===== config.mk =====
export PLATFORM = sky130hd
export DESIGN_NAME = digital_clock_hms
export DESIGN_NICKNAME = d
export VERILOG_FILES = /design/src/rtl/digital_clock_pkg.sv /design/src/rtl/bcd_mod_counter.sv /design/src/rtl/digital_clock_hms.sv
export SDC_FILE = /design/constraint.sdc
export NUM_CORES = 1
export LEC_CHECK = 0
export ABC_AREA = 1
export BUFFER_PORTS_ARGS = -buffer_cell sky130_fd_sc_hd__buf_2
export CAP_MARGIN = 20
export CORE_ASPECT_RATIO = 1.1
export CORE_MARGIN = 5
export CORE_UTILIZATION = 43
export CTS_CLUSTER_DIAMETER = 40
export DETAILED_ROUTE_END_ITERATION = 8
export PLACE_DENSITY = 0.6
export SETUP_SLACK_MARGIN = 0.2
export SYNTH_ARGS = -nofsm -noshare
export SYNTH_HDL_FRONTEND = slang
export SYNTH_HIERARCHICAL = 1
export SYNTH_SLANG_ARGS = --single-unit

===== constraint.sdc =====
create_clock -name clock -period 4.3 [get_ports clock]
set_clock_uncertainty 0.05 [all_clocks]
set_input_delay 0.645 -clock clock [delete_from_list [all_inputs] [get_ports clock]]
set_output_delay 0.645 -clock clock [all_outputs]
set_load 0.05 [all_outputs]

===== src/rtl/digital_clock_pkg.sv =====
// Shared field widths, mode constants, digit limits and the BCD time validity check
// used by the hh:mm:ss clock.
package digital_clock_pkg;

  localparam int unsigned HR_W  = 6;
  localparam int unsigned MIN_W = 7;
  localparam int unsigned SEC_W = 7;

  localparam int unsigned HOUR_MODE_12 = 12;
  localparam int unsigned HOUR_MODE_24 = 24;

  localparam int unsigned ONES_MAX    = 9;
  localparam int unsigned TENS_MAX_MS = 5;
  localparam int unsigned HR_MAX_24   = 23;
  localparam int unsigned HR_MAX_12   = 12;

  // Seconds are passed as 0 when only hr:min matter (alarm capture).
  function automatic logic bcd_time_valid(input logic [HR_W-1:0]  hr,
                                          input logic [MIN_W-1:0] mn,
                                          input logic [SEC_W-1:0] sec,
                                          input int unsigned      mode);
    int unsigned h;
    logic        digits_ok;
    logic        hr_ok;
    h = 32'(hr[5:4]) * 10 + 32'(hr[3:0]);
    digits_ok = (hr[3:0] <= 4'(ONES_MAX)) && (mn[3:0] <= 4'(ONES_MAX)) &&
                (sec[3:0] <= 4'(ONES_MAX)) && (mn[6:4] <= 3'(TENS_MAX_MS)) &&
                (sec[6:4] <= 3'(TENS_MAX_MS));
    if (mode == HOUR_MODE_12) hr_ok = (h >= 1) && (h <= HR_MAX_12);
    else                      hr_ok = (h <= HR_MAX_24);
    return digits_ok && hr_ok;
  endfunction

endpackage


===== src/rtl/bcd_mod_counter.sv =====
// Two-digit BCD modulo counter (tens/ones) with increment, parallel load and carry out.
// The combinational next value is exported so callers can look one edge ahead.
module bcd_mod_counter #(
  parameter int unsigned MAX_TENS = 5,
  parameter int unsigned MAX_ONES = 9
) (
  input  logic       clock,
  input  logic       reset,
  input  logic       inc,
  input  logic       load,
  input  logic [6:0] load_val,
  output logic [6:0] value,
  output logic [6:0] nxt,
  output logic       carry
);

  logic [6:0] value_q;
  logic       at_max;

  assign at_max = (value_q[6:4] == 3'(MAX_TENS)) && (value_q[3:0] == 4'(MAX_ONES));
  assign carry  = inc && at_max;
  assign value  = value_q;

  always_comb begin
    nxt = value_q;
    if (inc) begin
      if (at_max)                          nxt = 7'h00;
      else if (value_q[3:0] == 4'(MAX_ONES)) nxt = {value_q[6:4] + 3'd1, 4'd0};
      else                                 nxt = {value_q[6:4], value_q[3:0] + 4'd1};
    end
  end

  always_ff @(posedge clock or posedge reset) begin
    if (reset)     value_q <= 7'h00;
    else if (load) value_q <= load_val;
    else           value_q <= nxt;
  end

endmodule


===== src/rtl/digital_clock_hms.sv =====
// BCD hh:mm:ss time-of-day clock with 1 s prescaler, 12/24-hour mode, validated load and
// a single hr:min alarm with sticky hit flag.
module digital_clock_hms
  import digital_clock_pkg::*;
#(
  parameter int unsigned TICK_DIV  = 50_000_000,
  parameter int unsigned HOUR_MODE = 24,
  parameter int unsigned ALARM_EN  = 1
) (
  input  logic       clock,
  input  logic       reset,
  input  logic       enable,
  input  logic       load,
  input  logic [5:0] load_hr,
  input  logic [6:0] load_min,
  input  logic [6:0] load_sec,
  input  logic       load_pm,
  input  logic       alarm_set,
  input  logic       alarm_clr,
  output logic [5:0] time_hr,
  output logic [6:0] time_min,
  output logic [6:0] time_sec,
  output logic       time_pm,
  output logic       sec_tick,
  output logic       load_err,
  output logic       alarm_hit
);

  localparam bit              Mode12  = (HOUR_MODE == HOUR_MODE_12);
  localparam int unsigned     CntW    = (TICK_DIV > 1) ? $clog2(TICK_DIV) : 1;
  localparam logic [CntW-1:0] TermCnt = CntW'(TICK_DIV - 1);
  localparam logic [5:0]      HrReset = Mode12 ? 6'h12 : 6'h00;

  logic [CntW-1:0] presc_q;
  logic [5:0]      hr_q, hr_nxt, hr_inc;
  logic            pm_q, pm_nxt;
  logic            sec_tick_q, load_err_q;
  logic [6:0]      sec_q, sec_nxt, min_q, min_nxt;
  logic            sec_carry, min_carry;
  logic            tick, adv;
  logic            load_valid, load_ok, load_bad;
  logic            alarm_valid, alarm_ok, alarm_bad;

  assign tick        = enable && (presc_q == TermCnt);
  assign load_valid  = bcd_time_valid(load_hr, load_min, load_sec, HOUR_MODE);
  assign alarm_valid = bcd_time_valid(load_hr, load_min, 7'h00, HOUR_MODE);
  assign load_ok     = load && load_valid;
  assign load_bad    = load && !load_valid;
  // A valid load swallows a coincident tick; a rejected one leaves the tick alone.
  assign adv         = tick && !load_ok;

  bcd_mod_counter #(.MAX_TENS(TENS_MAX_MS), .MAX_ONES(ONES_MAX)) u_sec (
    .clock    (clock),
    .reset    (reset),
    .inc      (adv),
    .load     (load_ok),
    .load_val (load_sec),
    .value    (sec_q),
    .nxt      (sec_nxt),
    .carry    (sec_carry)
  );

  bcd_mod_counter #(.MAX_TENS(TENS_MAX_MS), .MAX_ONES(ONES_MAX)) u_min (
    .clock    (clock),
    .reset    (reset),
    .inc      (sec_carry),
    .load     (load_ok),
    .load_val (load_min),
    .value    (min_q),
    .nxt      (min_nxt),
    .carry    (min_carry)
  );

  assign hr_inc = (hr_q[3:0] == 4'(ONES_MAX)) ? {hr_q[5:4] + 2'd1, 4'd0}
                                              : {hr_q[5:4], hr_q[3:0] + 4'd1};

  always_comb begin
    hr_nxt = hr_q;
    pm_nxt = pm_q;
    if (min_carry) begin
      if (Mode12) begin
        if (hr_q == 6'h12) begin
          hr_nxt = 6'h01;
        end else if (hr_q == 6'h11) begin
          hr_nxt = 6'h12;
          pm_nxt = !pm_q;
        end else begin
          hr_nxt = hr_inc;
        end
      end else begin
        hr_nxt = (hr_q == 6'h23) ? 6'h00 : hr_inc;
      end
    end
  end

  always_ff @(posedge clock or posedge reset) begin
    if (reset) begin
      presc_q    <= '0;
      hr_q       <= HrReset;
      pm_q       <= 1'b0;
      sec_tick_q <= 1'b0;
      load_err_q <= 1'b0;
    end else begin
      sec_tick_q <= adv;
      load_err_q <= load_bad || alarm_bad;
      if (load_ok)     presc_q <= '0;
      else if (enable) presc_q <= tick ? '0 : presc_q + 1'b1;
      if (load_ok) begin
        hr_q <= load_hr;
        pm_q <= Mode12 ? load_pm : 1'b0;
      end else begin
        hr_q <= hr_nxt;
        pm_q <= pm_nxt;
      end
    end
  end

  if (ALARM_EN != 0) begin : g_alarm
    logic [5:0] al_hr_q;
    logic [6:0] al_min_q;
    logic       al_pm_q, armed_q, hit_q, fire;

    assign alarm_ok  = alarm_set && alarm_valid;
    assign alarm_bad = alarm_set && !alarm_valid;
    // Only a tick-driven step onto hr:min:00 fires; loads never reach this path.
    assign fire = adv && armed_q && (sec_nxt == 7'h00) && (min_nxt == al_min_q) &&
                  (hr_nxt == al_hr_q) && (pm_nxt == al_pm_q);
    assign alarm_hit = hit_q;

    always_ff @(posedge clock or posedge reset) begin
      if (reset) begin
        al_hr_q  <= HrReset;
        al_min_q <= 7'h00;
        al_pm_q  <= 1'b0;
        armed_q  <= 1'b0;
        hit_q    <= 1'b0;
      end else begin
        if (alarm_ok) begin
          al_hr_q  <= load_hr;
          al_min_q <= load_min;
          al_pm_q  <= Mode12 ? load_pm : 1'b0;
          armed_q  <= 1'b1;
        end
        if (alarm_clr)  hit_q <= 1'b0;
        else if (fire)  hit_q <= 1'b1;
      end
    end
  end else begin : g_no_alarm
    assign alarm_ok  = 1'b0;
    assign alarm_bad = 1'b0;
    assign alarm_hit = 1'b0;
  end

  assign time_hr  = hr_q;
  assign time_min = min_q;
  assign time_sec = sec_q;
  assign time_pm  = pm_q;
  assign sec_tick = sec_tick_q;
  assign load_err = load_err_q;

endmodule


==> flow_summary.json <==
{
  "initial_core_util_pct": 43.4,
  "detail_route.wl_per_cell_um": 12.9,
  "path_clk_slew_ns": 0.06,
  "timing.fmax_ghz": 0.266,
  "drt.antenna.violating_nets": 0,
  "io_pins": 51,
  "startpoint": "load_hr[4]",
  "rows": 39,
  "nNetsFinal": 740,
  "synthArstFlopShare_pct": 100,
  "ir_worst_vdd_mv": 0.188,
  "synthAdderAreaFrac_pct": 4.65,
  "die_y_um": 117,
  "period_share_pct": 87.3,
  "htreeDepth": 3,
  "yosysTopAreaCell": "dfrtp_1",
  "synth_top_area_share_pct": 35.3,
  "yosys-top-cells-count": "nand2_1 (185), inv_1 (97), nor2_1 (64), dfrtp_1 (63), nand3_1 (51)",
  "synthMostInstantiatedCell": "nand2_1",
  "core_mm2": 0.0103,
  "slew_headroom_pct": 56.3,
  "power.density_mw_per_mm2": 529,
  "clock_latency_ns": 0.34,
  "slew_viol_final": 0,
  "cp.arrival_ns": 3.96,
  "first_iter_violations": 195,
  "hold_viol_final": 0,
  "worstPathRequired_ns": 4.51,
  "vias": 4101,
  "tightest_slew_ns": 0.655,
  "grt_usage_pct": 18.6,
  "instances_no_fill": 845,
  "dieArea_mm2": 0.0125,
  "synth-simple-area-share_pct": 36.0,
  "avgViaCountPerCell": 4.85,
  "grt_setup_unrepaired": "no",
  "yosysSeqAreaShare_pct": 35.3,
  "reg2reg_to": "alarm_hit",
  "fillers": 1045,
  "critPathKind": "primary input to flop",
  "grt_max_degree": 50,
  "clock-sinks": 63,
  "io_buffers": 48,
  "outcome": "finished, final reports clean",
  "rr_startpoint": "presc_q[0]",
  "p_leak_nw": 2.66,
  "drive_gt1_share_pct": 14.4,
  "antenna_found_initial": 0,
  "gp_congestion": 0.908,
  "synth_enable_flop_cells": 0,
  "cts_buffer_depth": 2,
  "synth_mux_area_share_pct": 0,
  "max_stage_delay_ns": 0.41,
  "final_area_mm2": 0.00516,
  "overflow": 0,
  "ys_seq_elements": 63,
  "routed_wl_um": 10900,
  "hold_class": "primary input to async pin",
  "synth_fp_nets": 690,
  "netlist-cell-type-count": 37,
  "total_power_mw": 2.73,
  "reg2reg_slack_ns": 0.69,
  "end_kind": "flop",
  "ys_top_cells_by_area": "dfrtp_1 (35%), nand2_1 (16%), inv_1 (8.1%)",
  "synth_top_family_by_area": "simple AND/OR/NAND/NOR gates",
  "crit_top_cell": "nor2_1",
  "period_needed_ns": 3.75,
  "firstDrtPassIters": 6,
  "slowest_stage": "fa_1",
  "antenna_cells": 0,
  "ys.warnings.count": 6,
  "cts_tree": "built",
  "netlist_instances": 647,
  "synth.cell_area_mm2": 0.00447,
  "drc": 0,
  "cp-start-kind": "primary input",
  "setup_viol": 0,
  "synth_xor_area_share_pct": 4.90,
  "die_w_um": 107,
  "grt_pass1_vias": 3996,
  "tns_ns": 0,
  "synth_flop_cell": "dfrtp_1",
  "numCtsBuffers": 9,
  "synth_compound_area_share_pct": 8.20,
  "crit_fanout": 7,
  "grt_pass1_wl_um": 18500,
  "drv_cap": 0,
  "r2r_cells": 23,
  "syn_area_per_cell_um2": 6.91,
  "cts_root_buf": "clkbuf_16",
  "syn2layout_area_growth_pct": 15.4,
  "numPlacedInstances": 829,
  "hpwl_um": 8350,
  "post_dp_cell_area_mm2": 0.00483
}
[where the power goes]
group	leakage [nW]	switching [mW]	internal, mW
registers	0.800	0.172	0.752
clock network	0.152	0.280	0.508
logic	1.71	0.698	0.320
total	2.66	1.15	1.58
[worst max-delay path, delay by kind of cell]
family | cells | cell delay (ns)
AO/OA/AOI/OAI | 1 | 0.13
XOR/XNOR | 2 | 0.36
adder cells (fa/ha/maj) | 2 | 0.62
buffers and inverters | 5 | 0.56
AND/OR/NAND/NOR | 16 | 1.63
[per-stage QoR]
step	hold WS (ns)	setup WS, ns	util, %
after detailed placement	0.391	0.0905	46.9
after global routing	0.233	0.195	50.1
final	0.206	0.545	50.1
after CTS	0.214	0.440	50.0
after floorplan	0.371	0.363	-
after global placement	0.390	0.201	46.9
[state kept, by name, indices dropped and copies added, names as in the netlist]
name and count:
u_sec/value 7, load_err 1, u_min/value 7, time_hr 6, g_alarm.armed_q 1, presc_q 26, alarm_hit 1, g_alarm.al_min_q 7
sec_tick 1, g_alarm.al_hr_q 6
[final cells by class]
cell class / instances / area (µm²) / share of cell area (%)
Sequential cell: 63 / 1580 / 30.5
Tap cell: 143 / 179 / 3.47
Multi-Input combinational cell: 466 / 2410 / 46.7
Clock buffer: 9 / 225 / 4.36
Inverter: 104 / 394 / 7.64
Clock inverter: 7 / 97.6 / 1.89
Timing Repair Buffer: 53 / 278 / 5.38
[metal layers]
metal | GRT usage, % | up-vias | part of all wire (%)
met5 | 0 | - | 0
met4 | 8.44 | 0 | 2.4
met3 | 2.36 | 20 | 2.8
met2 | 33.1 | 58 | 50
met1 | 22.5 | 1882 | 45
li1 | - | 2141 | -
[kinds of logic after synthesis]
family,count (synthesis)
AND/OR/NAND/NOR,360
AO/OA/AOI/OAI,64
flip-flops,63
adder cells (fa/ha/maj),16
XOR/XNOR,25
other,1
buffers and inverters,118
[repair_timing]
item / in CTS / in global routing
endpoints found under the hold margin: 0 / 0
setup endpoints to repair: 0 / 1
hold buffers: 0 / 0
buffers inserted: 0 / 0
gates resized for setup: 0 / 2
[worst max path at each step]
stage | depth (start not counted) | to | slack [ns]
after floorplan | 28 | alarm_hit | 0.36
after global placement | 25 | alarm_hit | 0.20
after detailed placement | 25 | alarm_hit | 0.09
after CTS | 25 | alarm_hit | 0.44
after global routing | 25 | alarm_hit | 0.19
final | 26 | alarm_hit | 0.55
[layout by cell type (no fill, tap or decap), drive strengths merged, types with 9 or more instances in the layout]
master	n
nand3	52
o21ai	41
ha	15
inv	102
a21oi	16
clkbuf	9
dfrtp	63
buf	53
xor2	21
nor2	70
nor3	19
nand4	22
nand2	191
Note: power is estimated with default switching activity, not from simulation.
